--- config.mk ---
export PLATFORM = sky130hd
export DESIGN_NAME = down_timer
export DESIGN_NICKNAME = d
export VERILOG_FILES = /design/src/rtl/down_timer.sv
export SDC_FILE = /design/constraint.sdc
export NUM_CORES = 1
export LEC_CHECK = 0
export BUFFER_PORTS_ARGS = -buffer_cell sky130_fd_sc_hd__buf_2
export CAP_MARGIN = 20
export CELL_PAD_IN_SITES_DETAIL_PLACEMENT = 1
export CELL_PAD_IN_SITES_GLOBAL_PLACEMENT = 1
export CORE_UTILIZATION = 39
export DETAILED_ROUTE_END_ITERATION = 8
export PLACE_DENSITY_LB_ADDON = 0.08
export SYNTH_ARGS = -nofsm -noshare
export SYNTH_HDL_FRONTEND = slang
export SYNTH_SLANG_ARGS = --single-unit
--- constraint.sdc ---
create_clock -name clk -period 2.7 [get_ports clk]
set_input_delay 0.135 -clock clk [delete_from_list [all_inputs] [get_ports clk]]
set_output_delay 0.135 -clock clk [all_outputs]
set_load 0.1 [all_outputs]
--- src/rtl/down_timer.sv ---
// Programmable down-counting timer with prescaler, one-shot and periodic modes.
// Flags expiry with a one-cycle tc pulse and a sticky irq.
module down_timer #(
    parameter int unsigned WIDTH      = 32,
    parameter int unsigned PRESCALE_W = 8
) (
    input  logic                  clk,
    input  logic                  rst,
    input  logic                  en,
    input  logic                  load,
    input  logic [WIDTH-1:0]      load_val,
    input  logic [PRESCALE_W-1:0] prescale,
    input  logic                  periodic,
    input  logic                  start,
    input  logic                  stop,
    input  logic                  clear_irq,
    output logic [WIDTH-1:0]      count,
    output logic                  busy,
    output logic                  tc,
    output logic                  irq
);

    typedef enum logic [1:0] {
        IDLE = 2'd0,
        RUN  = 2'd1,
        DONE = 2'd2
    } state_t;

    state_t                  state;
    state_t                  state_n;
    logic [WIDTH-1:0]        count_n;
    logic [WIDTH-1:0]        reload;
    logic [WIDTH-1:0]        reload_n;
    logic [PRESCALE_W-1:0]   psc;
    logic [PRESCALE_W-1:0]   psc_n;
    logic                    tc_n;
    logic                    irq_n;

    // State and datapath registers
    always_ff @(posedge clk or negedge rst) begin
        if (!rst) begin
            state  <= IDLE;
            count  <= '0;
            reload <= '0;
            psc    <= '0;
            tc     <= 1'b0;
            irq    <= 1'b0;
            busy   <= 1'b0;
        end else begin
            state  <= state_n;
            count  <= count_n;
            reload <= reload_n;
            psc    <= psc_n;
            tc     <= tc_n;
            irq    <= irq_n;
            busy   <= (state_n == RUN);
        end
    end

    // Next-state logic; irq set on expiry overrides a simultaneous clear
    always_comb begin
        state_n  = state;
        count_n  = count;
        reload_n = reload;
        psc_n    = psc;
        tc_n     = 1'b0;
        irq_n    = irq & ~clear_irq;

        case (state)
            IDLE, DONE: begin
                if (start && !stop && (reload != '0)) begin
                    state_n = RUN;
                    psc_n   = '0;
                    if (state == DONE) begin
                        count_n = reload;
                    end
                end
                if (load) begin
                    reload_n = load_val;
                    count_n  = load_val;
                end
            end
            RUN: begin
                if (load) begin
                    reload_n = load_val;
                end
                if (stop) begin
                    state_n = IDLE;
                    psc_n   = '0;
                end else if (en) begin
                    if (psc == prescale) begin
                        psc_n = '0;
                        if (count > WIDTH'(1)) begin
                            count_n = count - WIDTH'(1);
                        end else if (count == WIDTH'(1)) begin
                            tc_n  = 1'b1;
                            irq_n = 1'b1;
                            if (periodic) begin
                                // reload_n already carries a same-cycle load_val
                                count_n = reload_n;
                            end else begin
                                count_n = '0;
                                state_n = DONE;
                            end
                        end
                    end else begin
                        psc_n = psc + PRESCALE_W'(1);
                    end
                end
            end
            default: begin
                state_n = IDLE;
            end
        endcase
    end

endmodule

Yosys cells after proc, flatten, opt, wreduce, memory -nomap -nowiden
Index checks and enable logic that the tools add are counted.
{"block": "word_totals", "register_bits": 77, "elab_cells": 71}
{"block": "op_classes", "addsub": 2, "order_cmp": 1, "eq_ne": 13, "mux": 36, "bitwise": 2, "reduce_logical": 10}
{"cell": "$mux W32", "count": 10}
{"cell": "$pmux W32 S2", "count": 1}
{"cell": "$eq A32 B1 Y1 const B", "count": 1}
{"cell": "$gt A32 B1 Y1 const B", "count": 1}
{"cell": "$mux W8", "count": 4}
{"cell": "$reduce_bool A32 Y1", "count": 1}
{"cell": "$sub A32 B1 Y32 const B", "count": 1}
{"cell": "$pmux W8 S2", "count": 1}
{"cell": "$mux W2", "count": 7}
{"cell": "$mux W1", "count": 12}
{"cell": "$ne A3 B3 Y1 const B", "count": 4}
{"cell": "$add A8 B1 Y8 const B", "count": 1}
{"cell": "$eq A8 B8 Y1", "count": 1}
{"cell": "$ne A2 B2 Y1 const B", "count": 4}
{"cell": "$reduce_and A7 Y1", "count": 1}
{"cell": "$eq A2 B1 Y1 const B", "count": 2}
{"cell": "$pmux W2 S2", "count": 1}
{"cell": "$reduce_and A3 Y1", "count": 1}
{"cell": "$reduce_or A3 Y1", "count": 1}
{"cell": "$eq A2 B2 Y1 const B", "count": 1}
{"cell": "$logic_and A1 B1 Y1", "count": 2}
{"cell": "$logic_not A2 Y1", "count": 1}
{"cell": "$reduce_bool A2 Y1", "count": 1}
{"cell": "$reduce_or A2 Y1", "count": 1}
{"cell": "3 further kinds", "count": 3}

Longest topological paths before layout
{"block": "logic_depth", "ltp_word": 8, "mapped_depth": 9, "ltp_nobuf": 8}

Least setup slack after synthesis
OpenSTA, ideal clock, no wires.
{"block": "synth_path", "path_type": "flip-flop to flip-flop", "startpoint": "reg count[1]", "endpoint": "reg count[29]", "setup_time_ns": 0.132, "arrival_ns": 3.101, "slack_ns": -0.533, "path_stages_with_launch": 10, "path_buffers": 1, "period_less_slack_ns": 3.233, "cell_sequence": "dfrtp_1 > inv_1 > ha_1 > or4b_2 > nor4_2 > nand4_1 > a41o_1 > nand2_1 > clkbuf_1 > o21ai_1"}
{"block": "synth_between", "elab_chain_len": 6}
{"element": "start, declared", "line": "17", "text": "output logic [WIDTH-1:0] count,"}
{"element": "start signal, assigned", "line": "51", "text": "count <= count_n;"}
{"element": "$sub A32 B1 Y32 or $gt A32 B1 Y1 (tied branches)", "line": "94, 93"}
{"element": "$mux W32", "line": "93", "text": "if (count > WIDTH'(1)) begin"}
{"element": "$mux W32", "line": "91", "text": "if (psc == prescale) begin"}
{"element": "$mux W32", "line": "90", "text": "end else if (en) begin"}
{"element": "$mux W32", "line": "87", "text": "if (stop) begin"}
{"element": "$pmux W32 S2", "line": "69", "text": "case (state)"}
Parallel ways exist; a longest one is shown, timed or not. The select of a mux whose other input is x is not followed.
A chain may end at the register's enable or synchronous reset.

Final worst setup path
{"block": "layout_path", "startpoint": "reg count[18]", "endpoint": "reg count[10]"}
{"block": "layout_between", "elab_chain_len": 6}
{"element": "$gt A32 B1 Y1", "line": "93"}
{"element": "$mux W32", "line": "93"}
{"element": "$mux W32", "line": "91"}
{"element": "$mux W32", "line": "90"}
{"element": "$mux W32", "line": "87"}
{"element": "$pmux W32 S2", "line": "69"}
Parallel ways exist; a longest one is shown, timed or not. The select of a mux whose other input is x is not followed.

==> impl_metrics.xml <==
<?xml version="1.0" encoding="UTF-8"?>
<metrics>
  <group name="timing">
    <metric name="max_clock_freq" unit="GHz">0.356</metric>
    <metric name="finalMaxSlewViolations" unit="">0</metric>
    <metric name="timing.final.crit_share" unit="">1.04</metric>
    <metric name="fin_worst_skew" unit="ns">0.00933</metric>
    <metric name="setup_tns" unit="ns">-1.07</metric>
    <metric name="finalWorstPathRequiredPeriod" unit="ns">2.81</metric>
    <metric name="timing.slew.headroom" unit="">0.574</metric>
    <metric name="setup_viol" unit="">24</metric>
    <metric name="rsz_0062_raised_after_global_routing" unit="">true</metric>
    <metric name="tightest_slew" unit="ns">0.634</metric>
    <metric name="final.setup.worst_slack" unit="ns">-0.108</metric>
    <metric name="finalHoldViolations" unit="">0</metric>
    <metric name="holdWs" unit="ns">0.0397</metric>
  </group>
  <group name="clocking">
    <metric name="clk_transition_reported_paths" unit="ns">0.06</metric>
    <metric name="cts_buffer_depth" unit="">2</metric>
    <metric name="clock_tree_from_tritoncts" unit="">done</metric>
    <metric name="numCtsBuffers" unit="">9</metric>
    <metric name="h_tree_level_count" unit="">3</metric>
    <metric name="clockRootBuffer" unit="">clkbuf_16</metric>
    <metric name="clock_insertion_delay_worst_skew" unit="ns">0.35</metric>
    <metric name="cts_num_sinks" unit="">77</metric>
  </group>
  <group name="logic_synthesis">
    <metric name="netlist-cell-type-count" unit="">48</metric>
    <metric name="yosysSeqAreaShare" unit="">0.419</metric>
    <metric name="synth_cells" unit="">497</metric>
    <metric name="postSynth.asyncResetShare" unit="">1.00</metric>
    <metric name="synth_enable_flop_cells" unit="">0</metric>
    <metric name="postSynthRegisterBits" unit="">77</metric>
    <metric name="synth_top_flop_cell" unit="">dfrtp_1</metric>
    <metric name="synth_warnings" unit="">0</metric>
    <metric name="avgSynthCellArea" unit="sq um">9.26</metric>
    <metric name="mappedNetlistNets" unit="">548</metric>
    <metric name="synth_area" unit="sq mm">0.00460</metric>
  </group>
  <group name="global_route">
    <metric name="globalRouteTotalUtil" unit="">0.272</metric>
    <metric name="first_global_vias" unit="">4810</metric>
    <metric name="first_pass_grt_wire_length" unit="um">26200</metric>
    <metric name="globalRouteOverflowTotal" unit="">0</metric>
    <metric name="grt_max_degree" unit="">32</metric>
    <metric name="grt_antenna_before_repair" unit="">0</metric>
  </group>
  <group name="place">
    <metric name="portBuffers" unit="">82</metric>
    <metric name="place_hpwl" unit="um">11600</metric>
    <metric name="gp_weighted_congestion" unit="">0.854</metric>
    <metric name="detailedPlace.worstSlack" unit="ns">-0.119</metric>
  </group>
  <group name="power">
    <metric name="power.ir.vdd_worst" unit="mV">0.689</metric>
    <metric name="fin_total_pwr" unit="mW">5.58</metric>
    <metric name="cellLeakagePower" unit="nW">2.76</metric>
    <metric name="cellPowerDensity" unit="mW/mm^2">886</metric>
  </group>
  <group name="hold_path">
    <metric name="worst_hold_path_type" unit="">input pin to flop</metric>
  </group>
  <group name="cells_and_area">
    <metric name="flow.area_growth_from_synthesis" unit="%">36.9</metric>
    <metric name="post-route-util" unit="">0.549</metric>
    <metric name="antennaDiodeCount" unit="">0</metric>
    <metric name="nets" unit="">685</metric>
    <metric name="post_route_cells_drive_above_1_share" unit="">0.408</metric>
  </group>
  <group name="floorplan">
    <metric name="fp-row-count" unit="">39</metric>
    <metric name="die_h" unit="um">111</metric>
    <metric name="fp.coreArea" unit="sq mm">0.0115</metric>
    <metric name="floorplan.die_area" unit="sq mm">0.0122</metric>
    <metric name="pin_count" unit="">83</metric>
    <metric name="fp.dieW" unit="um">111</metric>
    <metric name="start_util" unit="">0.401</metric>
  </group>
  <group name="worst_setup_path">
    <metric name="worst_setup_path_start_kind" unit="">flop</metric>
    <metric name="critPathCaptureType" unit="">flop</metric>
    <metric name="worst_ep_required_time" unit="ns">2.91</metric>
    <metric name="critPathArrivalTime" unit="ns">3.01</metric>
    <metric name="cp_max_fo" unit="">5</metric>
    <metric name="critical_path_class" unit="">flop to flop</metric>
  </group>
  <group name="status">
    <metric name="run_status" unit="">finished with violations</metric>
    <metric name="failed_checks" unit="">setup timing</metric>
  </group>
  <group name="route">
    <metric name="ant_nets" unit="">0</metric>
    <metric name="dr.first_iter.drc_count" unit="">264</metric>
    <metric name="drt_wl_total" unit="um">16600</metric>
    <metric name="vias" unit="">4614</metric>
    <metric name="drc" unit="">0</metric>
    <metric name="pre_repair_dr_iteration_count" unit="">4</metric>
    <metric name="wire_per_inst" unit="um">21.2</metric>
    <metric name="per_cell_via_count_in_the_routed_design" unit="">5.90</metric>
  </group>
  <group name="run">
    <metric name="max_cap_violations" unit="">0</metric>
  </group>
</metrics>
-- sequential cells by signal, indices dropped and copies added, names as in the netlist --
| name | cells |
|---|---|
| busy | 1 |
| count | 32 |
| irq | 1 |
| tc | 1 |
| state | 2 |
| reload | 32 |
| psc | 8 |
-- critical path, cell delays in order, from the launching register on --
cell and delay, ns:
dfrtp_4 0.47, or4_4 0.54, or4_4 0.45, buf_6 0.15, o41ai_4 0.29, buf_6 0.20, clkbuf_16 0.16, nor2_2 0.04
o31ai_1 0.24, o21ai_1 0.13
-- through the flow --
stage | std cells | area, sq um
2_1_floorplan | 497 | 4690
3_3_place_gp | 753 | 5620
3_5_place_dp | 753 | 5620
4_1_cts | 778 | 6050
5_1_grt | 782 | 6300
6_report | 782 | 6300
-- final cells by class --
class                           instances  area, sq um
Clock buffer                           13          270
Multi-Input combinational cell        381         2710
Inverter                                9         33.8
Sequential cell                        77         1960
Clock inverter                          3         42.5
Timing Repair Buffer                  156         1100
Tap cell                              143          179
Fill cell                            1321         5170
-- layout by cell type, fill, tap and decap left out, types with 11 or more instances in the layout --
cell type  instances
mux2_2            28
dfrtp_2           14
nor3_1            20
mux2i_1           31
nor3_2            12
buf_4             59
clkbuf_16         11
dfrtp_1           59
a31oi_1           12
nor4_1            13
o21ai_0           17
o21ai_1           29
nor2_1            49
nand2_1           16
a21oi_1           22
buf_2             81
o31ai_1           29
-- cell usage after synthesis, types with 8 or more instances --
master / count / share of area
nor3_1: 33 / 0.036
o31ai_1: 30 / 0.049
o21ai_1: 27 / 0.029
xnor2_1: 8 / 0.015
nand3_1: 9 / 0.0098
nand2_1: 17 / 0.014
a31oi_1: 16 / 0.022
clkbuf_1: 18 / 0.015
mux2i_1: 31 / 0.067
nor4_1: 13 / 0.018
nand4_1: 8 / 0.011
nor2_1: 53 / 0.043
inv_1: 9 / 0.0073
mux2_2: 29 / 0.071
dfrtp_1: 77 / 0.42
o21ai_0: 22 / 0.024
a21oi_1: 28 / 0.030
-- cells by family after synthesis --
| group | count (synthesis) | synth area share |
|---|---|---|
| buffers and inverters | 39 | 0.0337 |
| adders and majority gates | 3 | 0.00816 |
| DFF | 77 | 0.419 |
| xor gates and xnor gates | 8 | 0.0152 |
| and+or+nand+nor | 164 | 0.181 |
| muxes | 60 | 0.138 |
| AOI/OAI and AO/OA | 146 | 0.204 |
-- where the power goes --
part           internal [mW]  switching, mW
logic                  0.728           1.96
registers               1.38          0.237
clock network          0.791          0.484
total                   2.90           2.68
-- routing by layer --
metal	track usage	up-vias	share of wire
met5	0	-	0
met4	0.0871	0	0.016
met3	0.0362	19	0.032
met2	0.417	110	0.46
met1	0.396	2335	0.49
li1	-	2150	-
-- final timing paths --
check / startpoint / endpoint / slack, ns / depth (start not counted)
worst max-delay path: count[18] / count[10] / -0.11 / 9
worst min-delay path: load_val[26] / reload[26] / 0.04 / 2
worst max register to register: count[18] / count[10] / -0.11 / 9
worst min register to register: psc[6] / psc[6] / 0.53 / 1
max in group asynchronous: rst / reload[10] / 1.70 / 3
min in group asynchronous: rst / count[2] / 0.27 / 2
-- repair_timing --
action                     in CTS  in global routing
pin swaps                       3                 13
resized for setup               8                 45
hold endpoints to repair       30                  0
cloned                          2                  4
setup buffers                   5                  2
hold buffers                    2                  0
setup endpoints to repair      32                 32
Power figures use the tool's default switching activity.
